--- config.mk ---
export PLATFORM = sky130hd
export DESIGN_NAME = param_divider
export DESIGN_NICKNAME = d
export VERILOG_FILES = /design/src/rtl/param_divider.sv
export SDC_FILE = /design/constraint.sdc
export NUM_CORES = 1
export LEC_CHECK = 0
export CAP_MARGIN = 40
export CORE_MARGIN = 2
export CORE_UTILIZATION = 53
export DETAILED_ROUTE_END_ITERATION = 12
export HOLD_SLACK_MARGIN = 0.05
export PLACE_DENSITY = 0.78
export RECOVER_POWER = 25
export SYNTH_ARGS = -nofsm -noshare
export SYNTH_HDL_FRONTEND = slang
export SYNTH_SLANG_ARGS = --single-unit
--- constraint.sdc ---
create_clock -name clock -period 5.2 [get_ports clock]
set_input_delay 0.52 -clock clock [delete_from_list [all_inputs] [get_ports clock]]
set_output_delay 0.52 -clock clock [all_outputs]
set_load 0.03 [all_outputs]
--- src/rtl/param_divider.sv ---
// ============================================================================
//  Module      : param_divider
//  Description : Multi-cycle non-restoring integer divider, one quotient bit
//                per clock, signed (truncating) or unsigned per operation.
//  Revision    : 1.0 - initial release
// ============================================================================
`default_nettype none

module param_divider #(
   parameter int WIDTH = 32,
   parameter int CNT_W = $clog2(WIDTH + 2)
) (
   input  logic             clock,
   input  logic             reset,
   input  logic [WIDTH-1:0] data_operandA,
   input  logic [WIDTH-1:0] data_operandB,
   input  logic             ctrl_DIV,
   input  logic             ctrl_SIGNED,
   output logic [WIDTH-1:0] data_result,
   output logic [WIDTH-1:0] data_remainder,
   output logic             data_exception,
   output logic             data_resultRDY,
   output logic             data_busy
);

   typedef enum logic [1:0] {
      S_IDLE = 2'd0,
      S_RUN  = 2'd1,
      S_FIX  = 2'd2,
      S_DONE = 2'd3
   } state_t;

   localparam logic [CNT_W-1:0] c_last_iter = CNT_W'(WIDTH - 1);

   state_t           r_state;
   logic [CNT_W-1:0] r_cnt;
   logic [WIDTH:0]   r_rem;
   logic [WIDTH-1:0] r_quo;
   logic [WIDTH-1:0] r_div;
   logic             r_quo_neg;
   logic             r_rem_neg;
   logic             r_zero;

   logic             w_a_neg;
   logic             w_b_neg;
   logic [WIDTH-1:0] w_a_mag;
   logic [WIDTH-1:0] w_b_mag;
   logic [WIDTH:0]   w_shift;
   logic [WIDTH:0]   w_step;
   logic [WIDTH-1:0] w_rem_fix;
   logic [WIDTH-1:0] w_quo_out;
   logic [WIDTH-1:0] w_rem_out;

   // -2^(W-1) negates to itself, which read as unsigned is the correct magnitude
   always_comb begin
      w_a_neg = ctrl_SIGNED & data_operandA[WIDTH-1];
      w_b_neg = ctrl_SIGNED & data_operandB[WIDTH-1];
      w_a_mag = w_a_neg ? (~data_operandA + 1'b1) : data_operandA;
      w_b_mag = w_b_neg ? (~data_operandB + 1'b1) : data_operandB;
   end

   always_comb begin
      w_shift   = {r_rem[WIDTH-1:0], r_quo[WIDTH-1]};
      w_step    = r_rem[WIDTH] ? (w_shift + {1'b0, r_div}) : (w_shift - {1'b0, r_div});
      // corrected remainder lies in [0, |B|), so the low WIDTH bits suffice
      w_rem_fix = r_rem[WIDTH] ? (r_rem[WIDTH-1:0] + r_div) : r_rem[WIDTH-1:0];
      w_quo_out = r_quo_neg ? (~r_quo + 1'b1) : r_quo;
      w_rem_out = r_rem_neg ? (~w_rem_fix + 1'b1) : w_rem_fix;
   end

   always_ff @(posedge clock or posedge reset) begin
      if (reset) begin
         r_state        <= S_IDLE;
         r_cnt          <= '0;
         r_rem          <= '0;
         r_quo          <= '0;
         r_div          <= '0;
         r_quo_neg      <= 1'b0;
         r_rem_neg      <= 1'b0;
         r_zero         <= 1'b0;
         data_result    <= '0;
         data_remainder <= '0;
         data_exception <= 1'b0;
         data_resultRDY <= 1'b0;
         data_busy      <= 1'b0;
      end else if (ctrl_DIV) begin
         r_state        <= S_RUN;
         r_cnt          <= '0;
         r_rem          <= '0;
         r_quo          <= w_a_mag;
         r_div          <= w_b_mag;
         r_quo_neg      <= w_a_neg ^ w_b_neg;
         r_rem_neg      <= w_a_neg;
         r_zero         <= (data_operandB == '0);
         data_exception <= 1'b0;
         data_resultRDY <= 1'b0;
         data_busy      <= 1'b1;
      end else begin
         data_resultRDY <= 1'b0;
         case (r_state)
            S_RUN: begin
               r_rem <= w_step;
               r_quo <= {r_quo[WIDTH-2:0], ~w_step[WIDTH]};
               r_cnt <= r_cnt + 1'b1;
               if (r_cnt == c_last_iter) begin
                  r_state <= S_FIX;
               end
            end
            S_FIX: begin
               data_result    <= r_zero ? '0 : w_quo_out;
               data_remainder <= r_zero ? '0 : w_rem_out;
               data_exception <= r_zero;
               data_resultRDY <= 1'b1;
               data_busy      <= 1'b0;
               r_state        <= S_DONE;
            end
            S_DONE:  r_state <= S_IDLE;
            default: r_state <= S_IDLE;
         endcase
      end
   end

endmodule

`default_nettype wire

==> impl.org <==
** Synthesis
- The synthesized design contains 0 enable-type register cells.
- Top cells by instance count after synthesis :: 179 x nand2_1, 175 x dfrtp_1, 168 x o21ai_0
- Summing the areas of all compound-gate instances in the mapped netlist gives 22.3% of the synthesized area.
- Sequential cell area fraction in the yosys report :: 31.7%
- After synthesis, the largest area contributor takes up 31.7% of total cell area.
- Cell area after synthesis :: approximately 14,000 um^2
- Among all cell types in the netlist, the one instantiated most often is nand2_1.
- Counting every net in the synthesized netlist gives around 1.8k.
- Adder and majority gate portion of the synthesized area :: approximately 6.7%
- The portion of synthesized area spent on multiplexers is approximately 5.1%.
- Share of flip-flops with an asynchronous set or reset :: 100%
- Number of register bits inferred by synthesis :: 175
- The synthesized design spends more area on one cell type than any other, namely dfrtp_1.
- In the synthesized netlist the dominant register cell turns out to be dfrtp_1.
- After synthesis, the largest family of logic cells by area is compound AO/OA/AOI/OAI gates.
- Post-Synthesis Cells :: about 1.7k
- Leading post-synthesis cells by cell area :: dfrtp_1 32%, xor2_1 7.2%, ha_1 6.4%
- Post-Synthesis Mean Instance Area :: 8.35 um^2
- Post-synth cell types :: 83
- During synthesis, Yosys emitted a total of 0 warnings.
- Fraction of the mapped netlist area in simple logic gates :: between 15 and 20%
- Post-Synth XOR/XNOR Area :: approximately an eighth

** Detailed routing
- After the first detailed-routing iteration, the DRC count stood at between 1k and 1.5k.
- Average wire length per cell after detail routing :: 17.0 um
- The final layout contains routed wiring with a total length of about 35 mm.
- The first detailed-routing pass ran for 5 iterations.
- The count of nets left with antenna violations once routing finished came out at 0.
- Via density per instance :: 5.98
- In the routed design, unresolved DRC markers number 0.
- Routed vias :: 12.5k

** STA
- Highest attainable clock frequency :: about 210 MHz
- Worst-Margin Slew :: roughly 2900 ps
- The count of final max-slew check failures was between 100 and 150.
- Headroom to the max-slew limit :: -91.1%
- Summed over all failing endpoints, the final setup total negative slack is 0 ps.
- Number of failing hold endpoints at the final stage :: 0
- Clock skew on the completed layout was measured at ~11 ps.
- The worst path uses about nine tenths of the clock period.
- Setup violations remaining at the end of the flow were counted as 0.
- Crit path time final :: 4710 ps

** CTS
- TritonCTS clock tree :: yes
- The number of hold buffers added after CTS was 0.
- Count of H-tree levels built during CTS :: 4
- Once the clock tree was built, the resizer swapped 0 gates to a different size.
- CTS saw roughly 180 sinks.
- Buffers added to address setup during post-CTS repair amount to 0.
- After clock tree synthesis, the clock-pin slew on the worst setup and hold paths is 70 ps.
- Root buffer cell :: clkbuf_16
- Clock latency at the later pin of the worst-skew pair :: 440 ps
- Maximum buffer depth of the clock tree :: 2
- CTS buffer count :: 17

** Floorplanning
- The floorplan step set the die height to roughly 170 um.
- Number of rows created at floorplan :: 59
- Pin placement for this block handled 135 I/O pins.
- Floorplan die area :: 27,300 um^2
- Width of the die :: roughly 170 um
- Core Area :: ~26,000 um^2
- The initial utilization of the core area, before any placement, comes to a little over half.

** Job
- Max-cap violations in this run came to 1.

** Power and ir drop
- Total internal power :: approximately 0.0045 W
- The analysis attributes to cell leakage a power of 6.75 nW.
- For this design the ratio of total power to cell area is about 530 nW/um^2.
- Net switching is a little under half of the power.
- Comb pwr share :: between 50% and 60%
- IR analysis of the VDD net gives a maximum drop of 0.369 mV.
- Overall power :: between 0.008 and 0.009 W
- For this design the total switching power over the nets is approximately 0.0040 W.
- Per report_power, the clock group accounts for around 16% of the total.
- Sequential Power Share :: a little over a quarter

** Setup path
- The signal on the critical path passes through nor3_2 -> nand2_1 -> nor4b_1 -> buf_4 -> nand2_1 -> nor2_1 -> nand2_1 -> nor2_1 -> nor2_1 -> xor2_1 -> ha_1 -> a21o_1 -> a41oi_1 -> o31ai_1 -> or3_1 -> a21oi_1 -> o21ai_0 -> a31oi_1 -> o21ai_0 -> nand3_1 -> o221ai_1.
- The worst register-to-register path has a depth of 21.
- Critical path startpoint category :: flip-flop
- Number of buffer and inverter stages on the critical path :: 1
- Broken down by cell family, the worst path's largest delay share belongs to simple AND/OR/NAND/NOR gates.
- Reg2reg start :: r_div[3]$_DFFE_PP0P_
- Top fanout value on the critical path :: 6
- On the worst path, the slowest cell contributes a delay of 470 ps.
- Logic depth of the worst path, buffers included :: 21
- Kind of end point of the critical path :: flip-flop
- In this run the critical register-to-register path is captured at r_rem[31]$_DFFE_PP0P_.
- Critical path's slowest cell :: dfrtp_1
- Arr. time, crit path :: between 5000 and 6000 ps
- FF-to-FF setup slack :: a little under 500 ps
- Required time of the critical path :: between 5000 and 6000 ps
- The worst setup path is of the flip-flop to flip-flop kind.

** Worst hold path
- The path with the worst hold slack has its endpoint at data_remainder[26]$_DFFE_PP0P_.
- Hold Path Depth :: 2
- The tightest min-delay check is of the flip-flop to flip-flop type.
- In this run the most critical hold path is launched from data_remainder[26]$_DFFE_PP0P_.

** Placed design
- Buffers placed on the I/O ports in this run total between 100 and 150.
- After legalization and detailed placement, the total HPWL measured 26.8 mm.
- Placer's final routability congestion estimate :: between 0.9 and 1

** Outcome
- The final reports fail on capacitance limit, slew limit.
- Run status :: finished, violations left

** Finish
- The net count of the finished layout is 1,880.
- Cells with a size suffix above 1 make up 4.68% of the layout.
- Layout-stage area growth over the synthesis result :: 15.3%

** GRT
- Combined global-route utilization of all metal layers :: roughly a quarter
- The via count of the first global-routing pass was around 11k.
- Gr ovfl total :: 0
- Pin count of the biggest net entering global routing :: ~120
- First-pass GRT wire length :: just under 60 mm
- The initial antenna violation count is 1.
-- registers in the layout, indices dropped and copies added (netlist names) --
name / flops
r_quo: 32
data_resultRDY: 1
r_state: 2
data_exception: 1
r_rem_neg: 1
data_result: 32
r_zero: 1
data_busy: 1
data_remainder: 32
r_div: 32
r_cnt: 6
r_quo_neg: 1
r_rem: 33
-- area by class of cell --
cell class | instances | area [um^2]
diodes | 1 | 2.50
repair buffers | 146 | 1470
multi-input cells | 1348 | 8850
inverters | 51 | 195
well taps | 335 | 419
clock inverters | 14 | 168
clock buffers | 17 | 425
fillers | 2291 | 9930
flip-flops and latches | 175 | 4380
-- tightest hold or removal path, stage by stage, from the launching register on --
cell and delay (ps):
dfrtp_1 340, nand2_1 50, o21ai_0 60
-- per-layer routing --
layer / GRT usage, % / share of wire [%] / vias to the layer above
li1: - / - / 6087
met1: 39.9 / 49 / 5921
met2: 38.6 / 42 / 429
met3: 4.70 / 7.5 / 37
met4: 6.50 / 1.7 / 2
met5: 0 / 0.028 / -
-- stage by stage --
step | setup slack (ps) | instances | util, % | hold WS, ps | cell area (um^2)
after floorplan | 394 | 1652 | - | 478 | 13800
after global placement | 566 | 2053 | 59.1 | 462 | 15300
after detailed placement | 449 | 2055 | 59.3 | 469 | 15300
after CTS | 337 | 2086 | 61.6 | 487 | 15900
after global routing | -1.17 | 2086 | 61.6 | 501 | 15900
final | 486 | 2087 | 61.6 | 480 | 15900
-- cell usage in the layout, fill, tap and decap left out, types with 11 or more instances in the layout --
master           Yosys  layout
xnor2_1             84      84
a31oi_1             15      15
inv_1               49      48
dfrtp_1            175     174
o41ai_1             14      14
nand2_1            179     179
a21oi_1            135     135
or4_1               11      11
ha_1                71      71
nor2_1             150     150
nor3_1              31      29
nor4_1              22      21
clkbuf_16            0      17
nand3_1             30      30
xor2_1             113     113
clkdlybuf4s50_1      0     132
o21ai_0            168     168
mux2i_1             64      64
o31ai_1             27      27
nand4_1             14      14
nand2b_1            25      24
a211oi_1            13      13
or3_1               12      12
a21o_1              23      23
-- cells by family (layout without fill, tap and decap cells) --
kind of cell	Yosys count	count (layout)
compound gates	489	489
xor+xnor	197	197
fa+ha+maj	73	73
buf+inv	129	228
flops	175	175
mux	69	69
other cells	0	1
simple gates	520	520
-- how the worst max path moves through the flow --
stage / from / endpoint / slack [ps]
final: r_div[3]$_DFFE_PP0P_ / r_rem[31]$_DFFE_PP0P_ / 490
after global routing: r_div[3]$_DFFE_PP0P_ / r_quo[0]$_DFFE_PP0P_ / -1
after CTS: r_div[3]$_DFFE_PP0P_ / r_quo[0]$_DFFE_PP0P_ / 340
after detailed placement: r_div[3]$_DFFE_PP0P_ / r_quo[0]$_DFFE_PP0P_ / 450
after global placement: r_div[3]$_DFFE_PP0P_ / r_quo[0]$_DFFE_PP0P_ / 570
after floorplan: r_rem[32]$_DFFE_PP0P_ / r_quo[0]$_DFFE_PP0P_ / 390
-- power groups by stage --
stage	clock network [W]	registers (W)	logic [W]
floorplan	0	0.00253	0.00327
global placement	0	0.00224	0.00476
CTS	0.00134	0.00223	0.00490
global route	0.00140	0.00230	0.00544
detailed placement	0	0.00226	0.00487
finish	0.00132	0.00224	0.00493
(Power assumes the default switching activity.)
